==> src/rtl/timer_counter_pkg.sv <==
// ---------------------------------------------------------------------------
// timer_counter_pkg
//
// Shared definitions for the memory-mapped countdown timer:
//   - word offsets of the three bus-visible registers (addr = bus addr[3:2])
//   - FSM state encoding
//   - CTRL bit positions (EN, MODE, IM, PS)
//   - MODE field constants
// ---------------------------------------------------------------------------
package timer_counter_pkg;

  // Register word offsets; offset 3 is unmapped and reads as zero.
  localparam logic [1:0] TC_CTRL   = 2'd0;
  localparam logic [1:0] TC_PRESET = 2'd1;
  localparam logic [1:0] TC_COUNT  = 2'd2;

  // CTRL bit positions. MODE occupies [2:1], PS occupies [7:4].
  localparam int TC_CTRL_EN      = 0;
  localparam int TC_CTRL_MODE_LO = 1;
  localparam int TC_CTRL_IM      = 3;
  localparam int TC_CTRL_PS_LO   = 4;

  // MODE field values. Encodings 10 and 11 behave as one-shot.
  localparam logic [1:0] TC_MODE0 = 2'b00;
  localparam logic [1:0] TC_MODE1 = 2'b01;

  typedef enum logic [1:0] {
    TC_IDLE = 2'd0,
    TC_LOAD = 2'd1,
    TC_CNT  = 2'd2,
    TC_INT  = 2'd3
  } tc_state_t;

endpackage

==> src/rtl/tc_prescaler.sv <==
// ---------------------------------------------------------------------------
// tc_prescaler
//
// Free-running tick generator for the timer's optional prescaler. A tick is
// produced when the internal counter equals (1 << ps) - 1, after which the
// counter wraps to zero, so ps = 0 ticks every cycle.
//
// The whole module only exists when TC_PRESCALE_EN is defined, since it is
// instantiated nowhere else in the default build.
//
// Ports:
//   clk    in   clock
//   reset  in   synchronous, active-high reset
//   clear  in   restart the divider (asserted while the timer is in LOAD)
//   ps     in   4-bit prescale exponent
//   tick   out  one-cycle enable for the countdown
// ---------------------------------------------------------------------------
`ifdef TC_PRESCALE_EN
module tc_prescaler #(
  parameter int PRESCALE_W = 16
) (
  input  logic       clk,
  input  logic       reset,
  input  logic       clear,
  input  logic [3:0] ps,
  output logic       tick
);

  logic [PRESCALE_W-1:0] cnt;
  logic [PRESCALE_W-1:0] target;

  always_comb begin
    target = (PRESCALE_W'(1) << ps) - PRESCALE_W'(1);
  end

  assign tick = (cnt == target);

  always_ff @(posedge clk) begin
    if (reset || clear) begin
      cnt <= '0;
    end else if (tick) begin
      cnt <= '0;
    end else begin
      cnt <= cnt + PRESCALE_W'(1);
    end
  end

endmodule
`endif

==> src/rtl/timer_counter.sv <==
// ---------------------------------------------------------------------------
// timer_counter
//
// Memory-mapped countdown timer on the CPU bridge bus. Its irq output feeds
// one bit of the coprocessor-0 HWInt vector.
//
// Registers (word offsets on addr):
//   0 CTRL   [0] EN, [2:1] MODE, [3] IM, [7:4] PS (prescaler builds only)
//   1 PRESET reload value, used at the next LOAD
//   2 COUNT  current count, read-only
//   3 unmapped, reads 0, writes ignored
//
// Mode 0 (one-shot): irq_flag is sticky until the next CTRL write and EN is
// cleared when the count expires. Mode 1 (auto-reload): irq_flag is a
// one-cycle pulse and the count restarts via LOAD.
//
// Optional feature macro: TC_PRESCALE_EN. When defined, CTRL.PS is stored
// and the countdown advances only on tc_prescaler ticks.
//
// Ports:
//   clk    in   clock
//   reset  in   synchronous, active-high reset
//   addr   in   [1:0]  word offset (bus address bits [3:2])
//   we     in   write enable, sampled at posedge clk
//   wd     in   [31:0] write data
//   rd     out  [31:0] combinational read data for addr
//   irq    out  interrupt request = irq_flag & CTRL.IM
// ---------------------------------------------------------------------------
module timer_counter
  import timer_counter_pkg::*;
#(
  parameter logic [31:0] INIT_PRESET = 32'h0,
  parameter int          PRESCALE_W  = 16
) (
  input  logic        clk,
  input  logic        reset,
  input  logic [1:0]  addr,
  input  logic        we,
  input  logic [31:0] wd,
  output logic [31:0] rd,
  output logic        irq
);

  // The largest prescale target, (1 << 15) - 1, needs 15 bits.
  if (PRESCALE_W < 15) begin : g_prescale_w_check
    $error("PRESCALE_W must be at least 15");
  end

  tc_state_t   state;
  logic [3:0]  ctrl_lo;
  logic [31:0] preset;
  logic [31:0] count;
  logic        irq_flag;
  logic        tick;
  logic [3:0]  ps_view;
  logic        ctrl_write;

  assign ctrl_write = we && (addr == TC_CTRL);

`ifdef TC_PRESCALE_EN
  logic [3:0] ps_q;
  logic       load_state;

  assign load_state = (state == TC_LOAD);
  assign ps_view    = ps_q;

  tc_prescaler #(
    .PRESCALE_W(PRESCALE_W)
  ) u_prescaler (
    .clk  (clk),
    .reset(reset),
    .clear(load_state),
    .ps   (ps_q),
    .tick (tick)
  );

  always_ff @(posedge clk) begin
    if (reset) begin
      ps_q <= 4'h0;
    end else if (ctrl_write) begin
      ps_q <= wd[TC_CTRL_PS_LO +: 4];
    end
  end
`else
  assign ps_view = 4'h0;
  assign tick    = 1'b1;
`endif

  // FSM plus register file. CPU writes are applied after the FSM updates so
  // that a CTRL write overrides INT's EN clear and also cancels an irq_flag
  // being set on the same edge.
  always_ff @(posedge clk) begin
    if (reset) begin
      state    <= TC_IDLE;
      ctrl_lo  <= 4'h0;
      preset   <= INIT_PRESET;
      count    <= 32'h0;
      irq_flag <= 1'b0;
    end else begin
      case (state)
        TC_IDLE: begin
          if (ctrl_lo[TC_CTRL_EN]) begin
            state <= TC_LOAD;
          end
        end
        TC_LOAD: begin
          count <= preset;
          state <= TC_CNT;
        end
        TC_CNT: begin
          if (!ctrl_lo[TC_CTRL_EN]) begin
            state <= TC_IDLE;
          end else if (tick) begin
            if (count > 32'd1) begin
              count <= count - 32'd1;
            end else begin
              count    <= 32'h0;
              irq_flag <= 1'b1;
              state    <= TC_INT;
            end
          end
        end
        TC_INT: begin
          // MODE is sampled here, so a mid-count MODE change takes effect now.
          if (ctrl_lo[TC_CTRL_MODE_LO +: 2] == TC_MODE1) begin
            irq_flag <= 1'b0;
          end else begin
            ctrl_lo[TC_CTRL_EN] <= 1'b0;
          end
          state <= TC_IDLE;
        end
        default: state <= TC_IDLE;
      endcase

      if (ctrl_write) begin
        ctrl_lo  <= wd[3:0];
        irq_flag <= 1'b0;
      end
      if (we && (addr == TC_PRESET)) begin
        preset <= wd;
      end
    end
  end

  always_comb begin
    rd = 32'h0;
    case (addr)
      TC_CTRL:   rd = {24'h0, ps_view, ctrl_lo};
      TC_PRESET: rd = preset;
      TC_COUNT:  rd = count;
      default:   rd = 32'h0;
    endcase
  end

  assign irq = irq_flag & ctrl_lo[TC_CTRL_IM];

endmodule

==> config.mk <==
export PLATFORM = sky130hd
export DESIGN_NAME = timer_counter
export DESIGN_NICKNAME = d
export VERILOG_FILES = /design/src/rtl/timer_counter_pkg.sv /design/src/rtl/tc_prescaler.sv /design/src/rtl/timer_counter.sv
export SDC_FILE = /design/constraint.sdc
export NUM_CORES = 1
export LEC_CHECK = 0
export ABC_AREA = 1
export CAP_MARGIN = 40
export CORE_MARGIN = 5
export CORE_UTILIZATION = 40
export CTS_CLUSTER_SIZE = 24
export DETAILED_ROUTE_END_ITERATION = 6
export PLACE_DENSITY = 0.74
export REMOVE_ABC_BUFFERS = 1
export SYNTH_ARGS = -nofsm -noshare
export SYNTH_HDL_FRONTEND = slang
export SYNTH_HIERARCHICAL = 1
export SYNTH_SLANG_ARGS = --single-unit
==> constraint.sdc <==
create_clock -name clk -period 1.85 [get_ports clk]
set_input_delay 0.2775 -clock clk [delete_from_list [all_inputs] [get_ports clk]]
set_output_delay 0.2775 -clock clk [all_outputs]
set_load 0.005 [all_outputs]
# ---- Word level (Yosys, flattened, before mapping)
# Cells that the tools add are included.
# Widths: inputs -> output; s select.
dict set report totals {
  inputBits 37
  register_bits 71
}
dict set report op_classes {
  bitwise 1
  mux 15
  n_eq_ne 12
  n_addsub 1
  n_reduce_logical 12
  magnitude_cmp 1
}
# operator count
set op_table {}
lappend op_table {{$pmux 32 s3} 1}
lappend op_table {{$mux 32} 2}
lappend op_table {{$pmux 32 s2} 1}
lappend op_table {{$gt 32x1->1 const B} 1}
lappend op_table {{$sub 32x1->32 const B} 1}
lappend op_table {{$ne 2x2->1 const B} 5}
lappend op_table {{$pmux 2 s4} 1}
lappend op_table {{$eq 2x1->1 const B} 3}
lappend op_table {{$eq 2x2->1 const B} 3}
lappend op_table {{$mux 1} 6}
lappend op_table {{$mux 2} 3}
lappend op_table {{$reduce_and 2->1} 3}
lappend op_table {{$reduce_bool 2->1} 3}
lappend op_table {{$logic_not 2->1} 2}
lappend op_table {{$reduce_and 4->1} 1}
lappend op_table {{$ne 3x3->1 const B} 1}
lappend op_table {{$logic_and 1x1->1} 2}
lappend op_table {{$pmux 1 s2} 1}
lappend op_table {{$reduce_or 2->1} 1}
lappend op_table {{$and 1x1->1} 1}

# ---- Logic depth before layout (Yosys ltp)
dict set report depth {
  depth_word 4
  mapped_depth 12
}

# ---- Worst setup path before layout
# No wires, ideal clock.
dict set report synth_path {
  kind {flip-flop to flip-flop}
  from {register count[0]}
  to {register count[30]}
  period_less_slack_ns 1.522
  path_buffers 1
  path_stages_with_launch 13
  arrival_ns 1.401
  slack_ns 0.328
  required_ns 1.728
  path_cell_list {dfxtp_1 > inv_1 > ha_1 > inv_1 > nand2_1 > nand2_1 > nor2_1 > nand3_2 > nor2_4 > nor2_4 > buf_6 > nand2_1 > a21oi_2}
}
dict set report synth_via {
  elab_chain_cells 4
  elab_cells_between_ends 5
  cone_classes {add/sub: 1; order compare: 1; mux: 3}
}
# item line
set synth_lines {}
lappend synth_lines {{from (decl)} timer_counter.sv:52} ;# logic [31:0] count;
lappend synth_lines {{from (signal assigned)} timer_counter.sv:107} ;# count <= preset;
lappend synth_lines {{from (signal assigned)} timer_counter.sv:115} ;# count <= count - 32'd1;
lappend synth_lines {{$sub 32x1->32 / $gt 32x1->1 (equally long branches)} {timer_counter.sv:115, timer_counter.sv:114}}
lappend synth_lines {{$mux 32 *} timer_counter.sv:114} ;# if (count > 32'd1) begin
lappend synth_lines {{$mux 32 *} timer_counter.sv:111} ;# if (!ctrl_lo[TC_CTRL_EN]) begin
lappend synth_lines {{$pmux 32 s2 *} timer_counter.sv:100} ;# case (state)
# Mark *: on every way between the ends. The rest lies on a longest branch, timed or not. The select of a mux whose other input is x is not followed.
# A chain may end at the register's enable or synchronous reset.

# ---- Final worst setup path
dict set report layout_path {
  from {input port addr[0]}
  to {output port rd[18]}
}
dict set report layout_via {
  elab_chain_cells 2
  elab_cells_between_ends 4
  cone_classes {eq/ne: 2; mux: 1; reduce/logical: 1}
}
# item line
set layout_lines {}
lappend layout_lines {{from (decl)} timer_counter.sv:37} ;# input logic [1:0] addr,
lappend layout_lines {{$eq 2x2->1, or another cell as far along} timer_counter.sv:147} ;# case (addr)
lappend layout_lines {{$pmux 32 s3 *} timer_counter.sv:147}
lappend layout_lines {{to (decl)} timer_counter.sv:40} ;# output logic [31:0] rd,
# Mark *: on every way between the ends. The rest lies on a longest branch, timed or not.

==> impl_metrics.env <==
export IMPL_status="finished, final reports clean"
export IMPL_fmax_mhz=550.5
export IMPL_yosys_warnings=6
export IMPL_timing_rr_end="count[28]"
export IMPL_setup_violations=0
export IMPL_startpoint_type="input port"
export IMPL_vias=4354
export IMPL_syn_to_final_growth_pct=30.60
export IMPL_num_rows=36
export IMPL_timing_final_crit_share_pct=98.20
export IMPL_start_util_pct=40.83
export IMPL_hpwl_um=8282
export IMPL_drv_slew=0
export IMPL_die_w_um=109.9
export IMPL_hold_buffers=0
export IMPL_crit_start="addr[0]"
export IMPL_cp_end_kind="output pin"
export IMPL_crit_type="input port to output pin"
export IMPL_tightest_slew_ns=0.3500
export IMPL_vdd_ir_drop_max_v=0.0003280
export IMPL_slowest_delay_ns=0.48
export IMPL_h_tree_depth=3
export IMPL_wl_per_cell_um=14.25
export IMPL_crit_path_top_delay_cell="clkdlybuf4s50_1"
export IMPL_fin_util_pct=53.33
export IMPL_avgSynthCellArea_um2=6.641
export IMPL_cts_sinks=71
export IMPL_cp_endpoint="rd[18]"
export IMPL_place_ws_ns=-0.3658
export IMPL_r2r_start="count[1]"
export IMPL_cts_path_max_buffers=2
export IMPL_cts_tree="done"
export IMPL_post_route_drc_count=0
export IMPL_maxCapViolCount=0
export IMPL_p_leak_uw=0.002156
export IMPL_hold_class="flop to flop"
export IMPL_required_ns=1.57
export IMPL_crit_path_cell_trace="clkdlybuf4s50_1, inv_1, nor2_2, inv_2, buf_6, o22ai_1, clkdlybuf4s15_1"
export IMPL_yosysSeqAreaShare_pct=35.61
export IMPL_die_area_mm2=0.01208
export IMPL_core_mm2=0.009774
export IMPL_drtAntennaViolNets=0
export IMPL_finalCriticalPeriod_ns=1.817
export IMPL_grt_max_degree=48
export IMPL_final_nets=721
export IMPL_reg2regPathDepth=9
export IMPL_holdWs_ns=0.4747
export IMPL_drt_first_pass_iters=5
export IMPL_grt_overflow=0
export IMPL_yosys_register_bits=71
export IMPL_worstSkewPairLatency_ns=0.35
export IMPL_grt_pass1_vias=4178
export IMPL_cp_max_fo=9
export IMPL_gp_congestion=0.8929
export IMPL_diodes=0
export IMPL_max_slew_margin_pct=76.67
export IMPL_nFillCells=977
export IMPL_numPortBuffers=69
export IMPL_cts_root_buffer="clkbuf_8"
export IMPL_die_h_um=109.9
export IMPL_final_hold_viol_count=0
export IMPL_cts_made_buffers=9
export IMPL_vias_per_cell=5.310
export IMPL_drive_above_1_share_pct=15.14
export IMPL_antenna_found_initial=0
export IMPL_grt_pass1_wl_um=19510
export IMPL_skew_ns=0.01132
export IMPL_arrival_ns=1.54
export IMPL_worst_slack_ns=0.03332
export IMPL_syn_inst=601
export IMPL_wl_um=11690
export IMPL_r2r_slack_ns=0.19
export IMPL_path_clk_slew_ns=0.07
export IMPL_synth_cell_types=26
export IMPL_rsz0062_at_grt="true"
export IMPL_initialDrtViolationCount=294
export IMPL_powerDensity_mw_per_mm2=707.5
export IMPL_ioPinCount=70
export IMPL_netlist_area_mm2=0.003991
export IMPL_grt_usage_pct=20.13
## layer usage
metal,vias up,track usage [%],share of wire [%]
met5,-,0,0
met4,0,6.589,2.1
met3,25,2.936,5.4
met2,140,34.01,47
met1,2012,26.24,45
li1,2177,-,-
## logic make-up after synthesis
logic type,count (synthesis),synth area share (%)
compound gates,207,27.37
xor+xnor,12,2.633
fa+ha+maj,2,0.6269
buf+inv,114,11.47
flops,71,35.61
simple gates,195,22.29
## critical path: cells and delay by family
kind | cells | cell delay, ns
simple gates | 1 | 0.12
buf+inv | 5 | 1.02
compound gates | 1 | 0.12
## worst min-delay path by stage
stage                     startpoint          to  slack, ns  depth (start not counted)
after floorplan                reset  ctrl_lo[0]       0.35                          1
after global placement      state[0]    state[0]       0.46                          1
after detailed placement   preset[5]   preset[5]       0.46                          2
after CTS                 preset[11]  preset[11]       0.48                          2
after global routing      preset[25]  preset[25]       0.50                          2
final                     preset[11]  preset[11]       0.47                          2
## sequential cells by signal, summed over array words and instances, names as in the netlist
name	flops
count	32
preset	32
ctrl_lo	4
state	2
irq_flag	1
## synthesized netlist by cell type (all sizes together)
cell | n | share of area (%)
clkbuf | 22 | 2.1
dfxtp | 71 | 36
o311ai | 1 | 0.22
inv | 83 | 7.8
o21ai | 77 | 9.7
o221ai | 4 | 0.88
nand4 | 5 | 0.78
nor4 | 1 | 0.16
nor2 | 69 | 8.3
buf | 9 | 1.6
o22ai | 25 | 3.9
ha | 2 | 0.63
xor2 | 12 | 2.6
a21oi | 99 | 13
o211ai | 1 | 0.19
nand3 | 38 | 4.9
nand2 | 82 | 8.2
## power breakdown
| part | internal [µW] | switching, µW |
|---|---|---|
| Sequential | 1580 | 42.9 |
| Clock | 661 | 613 |
| Combinational | 325 | 462 |
## metrics by stage
stage / power, µW / setup TNS (ns) / cells / instance area [µm²]
floorplan: 2127 / -12.62 / 570 / 3845
global placement: 2413 / -10.58 / 799 / 4945
detailed placement: 2432 / -12.05 / 799 / 4945
CTS: 3698 / 0 / 816 / 5175
global route: 3876 / -0.001186 / 820 / 5213
finish: 3688 / 0 / 820 / 5213
## timing repair
action / 4_1_cts / 5_1_grt
endpoints found under the setup margin: 64 / 47
setup buffers: 0 / 4
gates resized for setup: 68 / 41
gates cloned: 1 / 0
pin swaps: 0 / 2
hold endpoints to repair: 0 / 0
## cell usage in the layout (no fill, tap or decap), types with 9 or more instances in the layout
| cell | netlist | layout |
|---|---|---|
| dfxtp_1 | 71 | 71 |
| a21oi_1 | 98 | 98 |
| nor2_1 | 56 | 55 |
| nand2_1 | 77 | 75 |
| o21ai_0 | 76 | 73 |
| clkbuf_2 | 0 | 14 |
| nand3_1 | 37 | 37 |
| clkbuf_8 | 0 | 10 |
| xor2_1 | 12 | 12 |
| buf_4 | 0 | 22 |
| nor2_4 | 8 | 9 |
| o22ai_1 | 25 | 17 |
| inv_1 | 81 | 80 |
| clkdlybuf4s50_1 | 0 | 36 |
## layout make-up
class	instances	area, µm²	share of cell area [%]
clock buffers	11	141.4	2.712
clock inverters	5	57.56	1.104
inverters	83	314.1	6.025
multi-input cells	417	2187	41.96
flip-flops and latches	71	1421	27.27
well taps	133	166.4	3.193
repair buffers	100	924.6	17.74
Power figures use the tool's default switching activity.
